$ cat src/rtl/aq_spsram_ctrl_pkg.sv
// Shared state encoding and default geometry for the 64x58 table-SRAM access controller.
package aq_spsram_ctrl_pkg;

  localparam int AQ_ADDR_WIDTH = 6;
  localparam int AQ_DATA_WIDTH = 58;
  localparam int AQ_WBUF_DEPTH = 2;

  typedef enum logic [1:0] {
    ST_WAIT = 2'd0,
    ST_INIT = 2'd1,
    ST_RUN  = 2'd2
  } ctrl_state_t;

endpackage

$ cat src/rtl/aq_spsram_ctrl_wbuf.sv
// Masked-write buffer: DEPTH-entry FIFO kept in age order (slot 0 oldest) with a per-slot
// index compare so the arbiter can detect or forward read-after-write hits.
module aq_spsram_ctrl_wbuf
  import aq_spsram_ctrl_pkg::*;
#(
  parameter int ADDR_WIDTH = AQ_ADDR_WIDTH,
  parameter int DATA_WIDTH = AQ_DATA_WIDTH,
  parameter int DEPTH      = AQ_WBUF_DEPTH
)(
  input  logic                             clk,
  input  logic                             rst_n,
  input  logic                             flush,
  input  logic                             push,
  input  logic [ADDR_WIDTH-1:0]            push_idx,
  input  logic [DATA_WIDTH-1:0]            push_data,
  input  logic [DATA_WIDTH-1:0]            push_mask,
  input  logic                             pop,
  input  logic [ADDR_WIDTH-1:0]            cmp_idx,
  output logic                             full,
  output logic                             empty,
  output logic [ADDR_WIDTH-1:0]            head_idx,
  output logic [DATA_WIDTH-1:0]            head_data,
  output logic [DATA_WIDTH-1:0]            head_mask,
  output logic [DEPTH-1:0][DATA_WIDTH-1:0] ent_data,
  output logic [DEPTH-1:0][DATA_WIDTH-1:0] ent_mask,
  output logic [DEPTH-1:0]                 match
);

  localparam int CW = $clog2(DEPTH + 1);

  typedef struct packed {
    logic [ADDR_WIDTH-1:0] idx;
    logic [DATA_WIDTH-1:0] data;
    logic [DATA_WIDTH-1:0] mask;
  } entry_t;

  entry_t        ent [DEPTH];
  logic [CW-1:0] cnt;
  logic [CW-1:0] wr_pos;

  assign full   = (cnt == CW'(DEPTH));
  assign empty  = (cnt == '0);
  // A push lands just behind whatever survives a same-cycle pop.
  assign wr_pos = cnt - CW'(pop);

  always_ff @(posedge clk or negedge rst_n) begin
    if (!rst_n) begin
      cnt <= '0;
      for (int i = 0; i < DEPTH; i++) ent[i] <= '0;
    end else if (flush) begin
      cnt <= '0;
    end else begin
      for (int i = 0; i < DEPTH; i++) begin
        if (push && (wr_pos == CW'(i)))
          ent[i] <= {push_idx, push_data, push_mask};
        else if (pop && (i < DEPTH - 1))
          ent[i] <= ent[(i == DEPTH - 1) ? i : i + 1];
      end
      cnt <= cnt + CW'(push) - CW'(pop);
    end
  end

  assign head_idx  = ent[0].idx;
  assign head_data = ent[0].data;
  assign head_mask = ent[0].mask;

  always_comb begin
    for (int i = 0; i < DEPTH; i++) begin
      ent_data[i] = ent[i].data;
      ent_mask[i] = ent[i].mask;
      match[i]    = (CW'(i) < cnt) && (ent[i].idx == cmp_idx);
    end
  end

endmodule

$ cat src/rtl/aq_spsram_64x58_ctrl.sv
// Single-port table-SRAM access controller: clear sweep, read/write arbitration, buffered masked writes.
// Build option AQ_SPSRAM_CTRL_FWD_EN: reads hitting buffered writes are forwarded instead of stalled.
module aq_spsram_64x58_ctrl
  import aq_spsram_ctrl_pkg::*;
#(
  parameter int ADDR_WIDTH = AQ_ADDR_WIDTH,
  parameter int DATA_WIDTH = AQ_DATA_WIDTH,
  parameter int WBUF_DEPTH = AQ_WBUF_DEPTH
)(
  input  logic                  forever_cpuclk,
  input  logic                  cpurst_b,
  input  logic                  inv_req,
  output logic                  init_busy,
  input  logic                  rd_vld,
  input  logic [ADDR_WIDTH-1:0] rd_idx,
  output logic                  rd_rdy,
  output logic                  rd_data_vld,
  output logic [DATA_WIDTH-1:0] rd_data,
  input  logic                  wr_vld,
  input  logic [ADDR_WIDTH-1:0] wr_idx,
  input  logic [DATA_WIDTH-1:0] wr_data,
  input  logic [DATA_WIDTH-1:0] wr_mask,
  output logic                  wr_rdy,
  output logic                  wbuf_empty,
  output logic [ADDR_WIDTH-1:0] sram_a,
  output logic                  sram_cen,
  output logic                  sram_gwen,
  output logic [DATA_WIDTH-1:0] sram_wen,
  output logic [DATA_WIDTH-1:0] sram_d,
  input  logic [DATA_WIDTH-1:0] sram_q
);

  ctrl_state_t           state;
  logic [ADDR_WIDTH-1:0] init_cnt;
  logic                  run, hazard, rd_acc, wr_acc, drain;

  logic                                 wb_full, wb_empty;
  logic [ADDR_WIDTH-1:0]                wb_head_idx;
  logic [DATA_WIDTH-1:0]                wb_head_data, wb_head_mask;
  logic [WBUF_DEPTH-1:0][DATA_WIDTH-1:0] wb_ent_data, wb_ent_mask;
  logic [WBUF_DEPTH-1:0]                wb_match;

  logic [DATA_WIDTH-1:0] fwd_mask_n, fwd_data_n, fwd_mask, fwd_data;
  logic [DATA_WIDTH-1:0] rd_merged, rd_hold;

  assign run       = (state == ST_RUN);
  assign init_busy = !run;

`ifdef AQ_SPSRAM_CTRL_FWD_EN
  assign hazard = 1'b0;
`else
  assign hazard = |wb_match;
`endif

  assign rd_rdy     = run & ~inv_req & ~wb_full & ~hazard;
  assign wr_rdy     = run & ~inv_req & ~wb_full;
  assign rd_acc     = rd_vld & rd_rdy;
  assign wr_acc     = wr_vld & wr_rdy;
  // A full buffer forces rd_rdy low, so this also covers the mandatory drain.
  assign drain      = run & ~inv_req & ~wb_empty & ~rd_acc;
  assign wbuf_empty = wb_empty;

  aq_spsram_ctrl_wbuf #(
    .ADDR_WIDTH (ADDR_WIDTH),
    .DATA_WIDTH (DATA_WIDTH),
    .DEPTH      (WBUF_DEPTH)
  ) u_wbuf (
    .clk       (forever_cpuclk),
    .rst_n     (cpurst_b),
    .flush     (inv_req),
    .push      (wr_acc),
    .push_idx  (wr_idx),
    .push_data (wr_data),
    .push_mask (wr_mask),
    .pop       (drain),
    .cmp_idx   (rd_idx),
    .full      (wb_full),
    .empty     (wb_empty),
    .head_idx  (wb_head_idx),
    .head_data (wb_head_data),
    .head_mask (wb_head_mask),
    .ent_data  (wb_ent_data),
    .ent_mask  (wb_ent_mask),
    .match     (wb_match)
  );

  always_comb begin
    sram_cen  = 1'b1;
    sram_gwen = 1'b1;
    sram_wen  = '1;
    sram_a    = '0;
    sram_d    = '0;
    if (state == ST_INIT) begin
      sram_cen  = 1'b0;
      sram_gwen = 1'b0;
      sram_wen  = '0;
      sram_a    = init_cnt;
    end else if (rd_acc) begin
      sram_cen  = 1'b0;
      sram_a    = rd_idx;
    end else if (drain) begin
      sram_cen  = 1'b0;
      sram_gwen = 1'b0;
      sram_a    = wb_head_idx;
      sram_d    = wb_head_data;
      sram_wen  = ~wb_head_mask;
    end
  end

  always_ff @(posedge forever_cpuclk or negedge cpurst_b) begin
    if (!cpurst_b) begin
      state    <= ST_WAIT;
      init_cnt <= '0;
    end else begin
      case (state)
        ST_WAIT: begin
          state    <= ST_INIT;
          init_cnt <= '0;
        end
        ST_INIT: begin
          if (inv_req) begin
            init_cnt <= '0;
          end else if (init_cnt == '1) begin
            state    <= ST_RUN;
            init_cnt <= '0;
          end else begin
            init_cnt <= init_cnt + ADDR_WIDTH'(1);
          end
        end
        ST_RUN: begin
          if (inv_req) begin
            state    <= ST_INIT;
            init_cnt <= '0;
          end
        end
        default: state <= ST_WAIT;
      endcase
    end
  end

  // Oldest-to-youngest merge so younger buffered writes override older ones bitwise.
  always_comb begin
    fwd_mask_n = '0;
    fwd_data_n = '0;
    for (int i = 0; i < WBUF_DEPTH; i++) begin
      if (wb_match[i]) begin
        fwd_data_n = (fwd_data_n & ~wb_ent_mask[i]) | (wb_ent_data[i] & wb_ent_mask[i]);
        fwd_mask_n = fwd_mask_n | wb_ent_mask[i];
      end
    end
  end

  assign rd_merged = (sram_q & ~fwd_mask) | (fwd_data & fwd_mask);
  assign rd_data   = rd_data_vld ? rd_merged : rd_hold;

  always_ff @(posedge forever_cpuclk or negedge cpurst_b) begin
    if (!cpurst_b) begin
      rd_data_vld <= 1'b0;
      fwd_mask    <= '0;
      fwd_data    <= '0;
      rd_hold     <= '0;
    end else begin
      rd_data_vld <= rd_acc;
      if (rd_acc) begin
        fwd_mask <= fwd_mask_n;
        fwd_data <= fwd_data_n;
      end
      if (rd_data_vld) rd_hold <= rd_merged;
    end
  end

endmodule

$ cat config.mk
export PLATFORM = sky130hd
export DESIGN_NAME = aq_spsram_64x58_ctrl
export DESIGN_NICKNAME = d
export VERILOG_FILES = /design/src/rtl/aq_spsram_ctrl_pkg.sv /design/src/rtl/aq_spsram_ctrl_wbuf.sv /design/src/rtl/aq_spsram_64x58_ctrl.sv
export SDC_FILE = /design/constraint.sdc
export NUM_CORES = 1
export LEC_CHECK = 0
export BUFFER_PORTS_ARGS = -buffer_cell sky130_fd_sc_hd__buf_2
export CORE_MARGIN = 4
export CORE_UTILIZATION = 45
export DETAILED_ROUTE_END_ITERATION = 10
export PLACE_DENSITY = 0.66
export SYNTH_ARGS = -nofsm -noshare
export SYNTH_HDL_FRONTEND = slang
export SYNTH_HIERARCHICAL = 1
export SYNTH_SLANG_ARGS = --single-unit
$ cat constraint.sdc
create_clock -name forever_cpuclk -period 5.1 [get_ports forever_cpuclk]
set_clock_uncertainty 0.05 [all_clocks]
set_input_delay 1.02 -clock forever_cpuclk [delete_from_list [all_inputs] [get_ports forever_cpuclk]]
set_output_delay 1.02 -clock forever_cpuclk [all_outputs]
set_load 0.01 [all_outputs]
==> key figures <==
CTS
  • Number of CTS-inserted buffers: 47
  • H-tree lvl count: 2
  • Clk slew on worst S/H paths: around 0.060 ns
  • Clk buf depth: 3
  • Clock sinks: 429
  • Post-CTS Repair Setup Buffers: 0
  • Latest clock arrival within the worst-skew pair: 0.58 ns
  • CTS tree: yes
  • Cts hold-fix bufs: 0
  • Clk root buf: clkbuf_16
  • Post_cts resized: 0

Layout
  • Post-layout net count: 2061
  • Util after Layout: 52.8%
  • Number of fill cells: 3692
  • Share of layout cells above drive strength 1: 31.7%
  • Layout area overhead: 15.3%

Route
  • Via/cell ratio: between 5 and 6
  • WL/cell: 19.7 um
  • Drt drc: 0
  • Final ANT Viol Nets: 0
  • DRT iter0 DRCs: 900
  • Vias: between 10000 and 15000
  • WL final: 49400 um
  • Drt pass-1 iters: 5

Worst setup path
  • Crit path max-delay family: simple AND/OR/NAND/NOR gates
  • CP Max Fanout: between 100 and 150
  • Setup Crit Path Kind: input port to primary output
  • Startpoint types: input port
  • Worst path required time: 4.03 ns
  • Critical path data arrival time: 3.38 ns
  • Crit-path slowest cell: a2111oi_4
  • Worst Path Buf+Inv: 3
  • RR Startpoint: u_wbuf/head_idx[2]$_DFFE_PN0P_
  • Crit-path max cell delay: roughly 0.45 ns
  • CP Cell Sequence: buf_2 > xnor2_1 > nand3_1 > nor4_1 > nor4_1 > a2111oi_4 > buf_12 > and2_1 > buf_2
  • Crit. End Element: primary output
  • Worst Setup SP: rd_idx[2]

Min path
  • Path type of the worst min-delay path: flop to flop
  • Hold Path Origin: u_wbuf/head_data[56]$_DFFE_PN0P_

STA
  • Max Slew Vio Count: 0
  • Fmax: ~220 MHz
  • Actual slew at the worst max-slew pin: 1.19 ns
  • Min Clock Period, post-route: ~4.4 ns
  • Fin. Hold Viols: 0
  • Slew headroom: between 20% and 30%
  • Setup tns final: 0 ns
  • Setup violators final: 0
  • RSZ-0062 raised after global routing: no
  • Final period util: between 80% and 90%

Floorplan
  • Die X-Extent: 218 um
  • CORE AREA: 43300 um2
  • Io pins: 378
  • DIE HEIGHT: roughly 220 um
  • Die ar.: 47500 um2
  • Std cell rows: 76
  • Starting Density: 45.8%

Outcome
  • Status: completed

Synthesis
  • Post-Syn Area: 19800 um2
  • Yosys warning total: 6
  • Gate count of the mapped netlist: around 1700
  • Syn Nets: 1869
  • Mean area per synthesized cell: 11.8 um2

Place
  • I/O Buffers: between 300 and 400
  • DP HPWL: approximately 30000 um
  • GPL Wtd Cong: 0.794

GRT
  • GRT Resource Usage Total: 20.2%
  • Initial antenna violation count: 14
  • First-pass GRT wire length: 78300 um
  • Largest net degree at the start of global routing: 245
  • Vias in the first global route: 14000
  • GRT overflow: 0

Job
  • Max cap viols: 0

Pwr
  • Maximum vdd ir drop: around 270 uV
  • PwrDens: between 300 and 400 nW/um2
  • Leak pwr: 12.9 nW
## layout by cell type (no fill, tap or decap), types with 7 or more instances in the layout
master,count
a21oi_1,119
clkbuf_8,10
mux2i_1,58
and3_1,122
clkbuf_1,11
buf_12,8
clkbuf_16,47
xnor2_1,9
diode_2,9
inv_1,7
clkinv_2,9
and2_1,60
nor2_1,64
mux2_4,80
mux2_2,42
buf_4,13
nor3b_1,122
nand2_1,15
a211o_1,122
buf_2,375
dfrtp_1,428
nor2b_1,120
## per-layer routing
metal	routed length [um]	GRT usage [%]
met5	65	0
met1	22300	28.3
met2	22300	31.2
met4	1220	6.19
met3	3450	5.27
## power by group
part	switching [W]	total [W]	internal [W]
registers	0.0000259	0.00348	0.00346
logic	0.000185	0.000324	0.000140
clock network	0.00139	0.00356	0.00216
total	0.00160	0.00736	0.00576
## sequential cells by signal (all words and copies together) (netlist names), 2 cells and up
signal,cells
fwd_data,58
fwd_mask,58
init_cnt,6
rd_hold,58
state,2
u_wbuf/cnt,2
u_wbuf/ent,6
u_wbuf/ent_data,58
u_wbuf/ent_mask,58
u_wbuf/head_data,58
u_wbuf/head_idx,6
u_wbuf/head_mask,58
## final timing paths
path	endpoint	slack, ns	cells past startpoint
hold / removal	u_wbuf/head_data[56]$_DFFE_PN0P_	0.43	1
setup / recovery	sram_d[9]	0.65	9
max in group asynchronous	u_wbuf/head_mask[3]$_DFFE_PN0P_	3.42	2
hold reg to reg	u_wbuf/head_data[56]$_DFFE_PN0P_	0.43	1
min in group asynchronous	rd_hold[18]$_DFF_PN0_	0.48	1
setup reg to reg	u_wbuf/head_data[41]$_DFFE_PN0P_	1.34	10
## per-stage QoR
stage | cell area [um2] | hold slack, ns | power [W] | instances | worst slack, ns
after floorplan | 19800 | 0.410 | 0.00367 | 1675 | 0.986
after global placement | 21200 | 0.409 | 0.00386 | 2403 | 0.722
after detailed placement | 21200 | 0.418 | 0.00387 | 2403 | 0.663
after CTS | 22800 | 0.431 | 0.00748 | 2490 | 0.644
after global routing | 22800 | 0.444 | 0.00767 | 2495 | 0.507
final | 22900 | 0.428 | 0.00736 | 2499 | 0.651
## area by class of cell
cell class              count  area [um2]  share of cell area, %
inverters                   7        26.3                  0.115
well taps                 585         732                   3.20
multi-input cells         985        7540                   33.0
clock inverters            19         287                   1.25
clock buffers              68        1360                   5.93
repair buffers            397        2150                   9.40
flip-flops and latches    429       10700                   47.0
diodes                      9        22.5                 0.0985
Power figures use the tool's default switching activity.
